[config.mk]
export PLATFORM = sky130hd
export DESIGN_NAME = oisc_loader_flat
export DESIGN_NICKNAME = d
export VERILOG_FILES = /design/src/rtl/oisc_loader_if.sv /design/src/rtl/oisc_loader.sv /design/src/flat_wrapper.sv
export SDC_FILE = /design/constraint.sdc
export NUM_CORES = 1
export LEC_CHECK = 0
export CORE_MARGIN = 8
export CORE_UTILIZATION = 60
export DETAILED_ROUTE_END_ITERATION = 16
export GPL_ROUTABILITY_DRIVEN = 0
export PLACE_DENSITY = 0.84
export SLEW_MARGIN = 20
export SYNTH_ARGS = -nofsm -noshare
export SYNTH_HDL_FRONTEND = slang
export SYNTH_SLANG_ARGS = --single-unit
export TNS_END_PERCENT = 100
[constraint.sdc]
create_clock -name clk -period 3.3 [get_ports clk]
set_input_delay 0.66 -clock clk [delete_from_list [all_inputs] [get_ports clk]]
set_output_delay 0.66 -clock clk [all_outputs]
set_load 0.05 [all_outputs]
[src/rtl/oisc_loader_if.sv]
// Byte-stream input and memory-write/core-control outputs of the OISC image loader.
interface oisc_loader_if;
    logic        rx_valid;
    logic [7:0]  rx_byte;
    logic        rx_ready;
    logic [15:0] mem_addr;
    logic [15:0] mem_d_out;
    logic        mem_w_en;
    logic        core_rst;
    logic        done;
    logic        err;

    // loader side
    modport slave (
        input  rx_valid, rx_byte,
        output rx_ready, mem_addr, mem_d_out, mem_w_en, core_rst, done, err
    );

    // host / byte source side
    modport master (
        output rx_valid, rx_byte,
        input  rx_ready, mem_addr, mem_d_out, mem_w_en, core_rst, done, err
    );
endinterface

[src/rtl/oisc_loader.sv]
// OISC image loader: parses a framed byte stream (sync, length, base, words,
// checksum), writes each 16-bit word to memory, and releases the core only
// when the whole image arrived with a good checksum.
module oisc_loader #(
    parameter logic [7:0]  SYNC_BYTE = 8'hA5,
    parameter int unsigned MAX_WORDS = 1024
) (
    input logic        clk,
    input logic        rst,
    oisc_loader_if.slave bus
);
    typedef enum logic [3:0] {
        IDLE, LEN_LO, LEN_HI, ADDR_LO, ADDR_HI,
        DATA_LO, DATA_HI, WRITE, CSUM, RUN, ERROR
    } state_t;

    state_t      state, state_n;
    logic [15:0] count, count_n;     // words still to write
    logic [15:0] ptr, ptr_n;         // next write address
    logic [7:0]  sum, sum_n;         // running checksum
    logic [7:0]  lo, lo_n;           // latched low data byte
    logic [15:0] addr_q, addr_n;     // write port address, held between writes
    logic [15:0] data_q, data_n;     // write port data, held between writes
    logic        xfer;
    logic [15:0] len_full;

    assign xfer     = bus.rx_valid && bus.rx_ready;
    assign len_full = {bus.rx_byte, count[7:0]};

    // Port outputs are pure decodes of state plus the held address/data.
    // The write strobe is masked by rst so a reset landing on WRITE never writes.
    assign bus.rx_ready  = (state != WRITE) && (state != RUN) && (state != ERROR);
    assign bus.mem_w_en  = (state == WRITE) && !rst;
    assign bus.mem_addr  = addr_q;
    assign bus.mem_d_out = data_q;
    assign bus.core_rst  = (state != RUN);
    assign bus.done      = (state == RUN);
    assign bus.err       = (state == ERROR);

    // State and datapath registers; synchronous reset clears everything.
    always_ff @(posedge clk) begin
        if (rst) begin
            state  <= IDLE;
            count  <= '0;
            ptr    <= '0;
            sum    <= '0;
            lo     <= '0;
            addr_q <= '0;
            data_q <= '0;
        end else begin
            state  <= state_n;
            count  <= count_n;
            ptr    <= ptr_n;
            sum    <= sum_n;
            lo     <= lo_n;
            addr_q <= addr_n;
            data_q <= data_n;
        end
    end

    // Next-state and datapath updates; byte states only move on a transfer.
    always_comb begin
        state_n = state;
        count_n = count;
        ptr_n   = ptr;
        sum_n   = sum;
        lo_n    = lo;
        addr_n  = addr_q;
        data_n  = data_q;
        unique case (state)
            IDLE: if (xfer && bus.rx_byte == SYNC_BYTE) begin
                sum_n   = '0;
                state_n = LEN_LO;
            end
            LEN_LO: if (xfer) begin
                count_n[7:0] = bus.rx_byte;
                sum_n        = sum + bus.rx_byte;
                state_n      = LEN_HI;
            end
            LEN_HI: if (xfer) begin
                count_n[15:8] = bus.rx_byte;
                sum_n         = sum + bus.rx_byte;
                state_n       = (32'(len_full) > MAX_WORDS) ? ERROR : ADDR_LO;
            end
            ADDR_LO: if (xfer) begin
                ptr_n[7:0] = bus.rx_byte;
                sum_n      = sum + bus.rx_byte;
                state_n    = ADDR_HI;
            end
            ADDR_HI: if (xfer) begin
                ptr_n[15:8] = bus.rx_byte;
                sum_n       = sum + bus.rx_byte;
                state_n     = (count == 16'd0) ? CSUM : DATA_LO;
            end
            DATA_LO: if (xfer) begin
                lo_n    = bus.rx_byte;
                sum_n   = sum + bus.rx_byte;
                state_n = DATA_HI;
            end
            DATA_HI: if (xfer) begin
                // capture the whole word now so WRITE only has to strobe
                addr_n  = ptr;
                data_n  = {bus.rx_byte, lo};
                sum_n   = sum + bus.rx_byte;
                state_n = WRITE;
            end
            WRITE: begin
                ptr_n   = ptr + 16'd1;
                count_n = count - 16'd1;
                state_n = (count == 16'd1) ? CSUM : DATA_LO;
            end
            CSUM: if (xfer) begin
                state_n = (bus.rx_byte == sum) ? RUN : ERROR;
            end
            RUN:     state_n = RUN;
            ERROR:   state_n = ERROR;
            default: state_n = IDLE;
        endcase
    end
endmodule

[src/flat_wrapper.sv]
// flat-port wrapper written by rule: the top's interface ports become plain ports
module oisc_loader_flat 
#(
    parameter logic [7:0]  SYNC_BYTE = 8'hA5,
    parameter int unsigned MAX_WORDS = 1024
)
  (clk, rst, bus_rx_valid, bus_rx_byte, bus_rx_ready, bus_mem_addr, bus_mem_d_out, bus_mem_w_en, bus_core_rst, bus_done, bus_err);
  oisc_loader_if bus_i ();
  input logic clk;
  input logic rst;
  input wire logic [$bits(bus_i.rx_valid)-1:0] bus_rx_valid;
  input wire logic [$bits(bus_i.rx_byte)-1:0] bus_rx_byte;
  output wire logic [$bits(bus_i.rx_ready)-1:0] bus_rx_ready;
  output wire logic [$bits(bus_i.mem_addr)-1:0] bus_mem_addr;
  output wire logic [$bits(bus_i.mem_d_out)-1:0] bus_mem_d_out;
  output wire logic [$bits(bus_i.mem_w_en)-1:0] bus_mem_w_en;
  output wire logic [$bits(bus_i.core_rst)-1:0] bus_core_rst;
  output wire logic [$bits(bus_i.done)-1:0] bus_done;
  output wire logic [$bits(bus_i.err)-1:0] bus_err;
  assign bus_i.rx_valid = bus_rx_valid;
  assign bus_i.rx_byte = bus_rx_byte;
  assign bus_rx_ready = bus_i.rx_ready;
  assign bus_mem_addr = bus_i.mem_addr;
  assign bus_mem_d_out = bus_i.mem_d_out;
  assign bus_mem_w_en = bus_i.mem_w_en;
  assign bus_core_rst = bus_i.core_rst;
  assign bus_done = bus_i.done;
  assign bus_err = bus_i.err;
  oisc_loader #(.SYNC_BYTE(SYNC_BYTE), .MAX_WORDS(MAX_WORDS)) u_core (.clk(clk), .rst(rst), .bus(bus_i));
endmodule
==> metrics list <==
- Largest net degree at the start of global routing: 85
* Total congestion overflow: 0
- Number of cells produced by synthesis: 550
* Total half-perimeter wirelength after legalization and detailed placement: 7.895 mm
* Total power per unit cell area: 386.7 nW/um2
* TritonCTS Buffers: 9
- TritonCTS built the clock tree.
- STA classifies the critical path endpoint as a primary output.
* Syn Std Cell Area: 4224 um2
- Setup repair after global routing left no endpoint under its margin.
* Crit path max fanout: 15
- Count of final max-slew check failures: 0
- The worst setup path is launched from a flop.
- Summing the sequential cell areas from Yosys gives 39.81% of the chip area.
* Total net switching power: 0.4652 mW
- Net switching is 23.88% of the power.
* Path class of the lowest-slack min-delay path: reg -> reg
- The total area inside the core boundary comes to 6794 um2.
- The die is 99.91 um wide.
- In the routed layout, each cell is associated on average with a via count of 6.084.
* Number of buffers added on ports: 47
- Type of the setup path with the least slack: reg -> out
- Flip-flop cell with the highest count after synthesis: dfxtp_1
- Total of hold buffers inserted after clock tree synthesis: 0
- Number of remaining DRC errors: 0
- Data arrival time of the worst path: 2.35 ns
* Clock root buffer: clkbuf_8
* Total inserted antenna cells: 0
- Ranked by total cell area, the synthesized netlist is headed by dfxtp_1 40%, nand2_1 9.4%, a21oi_1 8.4%.
- Height of the chip: 99.91 um
- For this run, the number of Yosys warnings is 0.
- Deepest level of the CTS H-tree: 3
- Number of flops mapped to enable cells by yosys: 0
- Across all hold checks on the routed design, the worst slack comes to 0.4572 ns.
- Full die area: 9981 um2
- The clock network is responsible for 43.5% of the overall power.
- Antenna violations before repair: 0
* Pleak: 1.703 nW
- The clock passes through at most 2 buffers.
- Internal: 1.483 mW
- Final antenna-violating net count: 0
- For the worst setup path, the data required time is 2.64 ns.
- The run finished with clean final reports.
* # Max-Cap Violations: 0
- Count of endpoints failing hold in the final timing report: 0
- Peak supply drop: 240.0 uV
* Ratio of cells with drive above 1 in the final layout: 8.893%
* Proportion of netlist area held by the largest area contributor: 39.81%
- Register-to-register path setup slack: 0.89 ns
* Wire length per cell after detailed routing: 16.58 um
- Relative to the synthesized area, the layout overhead comes to 19.28%.
- Overall Global Routing Usage: 23.31%
- Iter 0 DRT Violations: 392
* Final setup violating endpoints: 0
- Post-synthesis async set-or-reset flop share: 0%
- Initial core utilization: 62.17%
* Setup repair bufs after CTS: 0
- Slew at the pin with the worst max-slew slack: 0.8555 ns
* Row Count: 30
- Post-Syn Nets: 573
- At the later pin of the worst-skew pair, clock insertion delay measures 0.36 ns.
- For this run, the post-layout net count is 614.
- Number of ports placed on the die boundary: 48
- Clock input transition at the sequential cells of the worst setup and hold paths: 0.10 ns
- Cell taking the most area after synthesis: dfxtp_1
- Count of distinct cell types in the synthesized netlist: 61
- Total routed wirelength: 11.48 mm
- Count of non-filler cells in the finished layout: 692
- Once placement completed, the tool counted placed cells totaling 676.
- The first detailed-routing pass ran for 5 iterations.
- The clock period could shrink to 3.012 ns.
- In the finished design, the share of the clock period the worst path needs comes to 91.27%.
- Fraction of power consumed by combinational cells: 4.5%
- Final worst clock skew: 0.01131 ns
* Maximum clock frequency: 332.0 MHz
- A synthesized cell averages 7.680 um2.
- Layout filler cell count: 534
- The via count of the first global-routing pass is 4057.
- The share of total power dissipated in sequential elements is 52.0%.
- Rel. slew slack: 42.62%
- For the final routed database, the setup TNS stands at 0 ns.
- Counting every sink on the clock net gives 84.
- Quantity of gates resized following cts: 0
* Utilization after layout: 74.16%
- Across all layers, the routed design uses 4210 vias.
- Global-route wire length before repair: 19.11 mm
- Counting flops and latches in the post-synthesis netlist gives 84.
-- cell usage after synthesis (6+ instances only) --
cell / instances
nand2_1: 106
dfxtp_1: 84
a21oi_1: 71
nor2_1: 50
clkbuf_1: 29
nand3_1: 28
nor3_1: 19
ha_1: 11
nor4_1: 10
o21ai_0: 10
mux2i_1: 9
a221oi_1: 7
inv_1: 7
nand2b_1: 7
o211ai_1: 7
a211oi_1: 6
a31oi_1: 6
or3_1: 6
-- logic make-up after synthesis --
group	share of synthesized area [%]
adders and majority gates	3.969
AOI/OAI and AO/OA	20.29
buffers and inverters	3.880
and+or+nand+nor	28.47
muxes	2.133
DFF	39.81
xor gates and xnor gates	1.451
-- layer usage --
layer  track usage (%)  vias up  wire (um)
met2             36.89      179       5288
met1             28.81     1949       4937
met5                 0        -          0
li1                  -     2048          -
met3             5.398       34        884
met4             12.11        0        365
-- per-stage QoR --
stage          setup WS [ns]  cell area, um2  power [mW]
4_1_cts               0.3016            5034       1.951
3_3_place_gp          0.2972            4807       1.122
3_5_place_dp          0.1558            4807       1.122
2_1_floorplan         0.6522            4224       1.082
6_report              0.2882            5039       1.948
5_1_grt               0.1962            5039       2.006
-- final timing paths --
check / startpoint / end / cells past startpoint
hold / removal: u_core.bus.mem_d_out[9]$_SDFFE_PP0P_ / u_core.bus.mem_d_out[9]$_SDFFE_PP0P_ / 2
setup reg to reg: u_core.state[2]$_SDFFE_PP0P_ / u_core.ptr[13]$_SDFFE_PP0P_ / 7
hold reg to reg: u_core.bus.mem_d_out[9]$_SDFFE_PP0P_ / u_core.bus.mem_d_out[9]$_SDFFE_PP0P_ / 2
setup / recovery: u_core.state[2]$_SDFFE_PP0P_ / bus_rx_ready / 5
-- power groups by stage --
stage                     clock network, mW  registers (mW)  logic [mW]
final                                 0.848            1.01      0.0876
after global routing                  0.900            1.01      0.0925
after CTS                             0.852            1.01      0.0855
after detailed placement                  0            1.04      0.0851
after global placement                    0            1.04      0.0847
after floorplan                           0            1.04      0.0447
-- layout make-up --
cell class,instances,area (um2),area share (%)
clock buffers,9,123.9,2.458
clock inverters,7,102.6,2.036
inverters,7,26.28,0.5215
multi-input cells,424,2386,47.36
flip-flops and latches,84,1682,33.37
well taps,96,120.1,2.384
repair buffers,65,598.1,11.87
-- state kept, by name (all words and copies together), names as in the netlist --
register / count
u_core.bus.mem_addr: 16
u_core.bus.mem_d_out: 16
u_core.count: 16
u_core.lo: 8
u_core.ptr: 16
u_core.state: 4
u_core.sum: 8
-- worst max-delay path: stages, from the launching register on --
cell             delay (ns)
dfxtp_1                0.47
and2b_2                0.32
nand2_1                0.10
o21ai_0                0.09
a21oi_1                0.19
clkdlybuf4s50_1        0.82
-- layout by cell type (no fill, tap or decap), drive strengths merged, types with 2 or more instances in the layout --
master         count
a31oi              6
buf               20
o311ai             4
o31ai              2
or3                8
xnor2              5
nand4              5
a21oi             71
nor4              10
or2                5
mux2i              9
nand2b             7
nand3b             2
o21ai             11
and3               3
clkbuf             9
a311oi             3
a211oi             6
ha                11
nand3             28
nor2b              4
o211ai             7
inv               11
dfxtp             84
nor3              21
a221oi             7
clkdlybuf4s50     45
and2               2
nand2            106
bufinv             2
a2111oi            5
o21bai             2
nor2              51
or4                2
xor2               2
No activity file was read; power rests on OpenSTA's default activity.
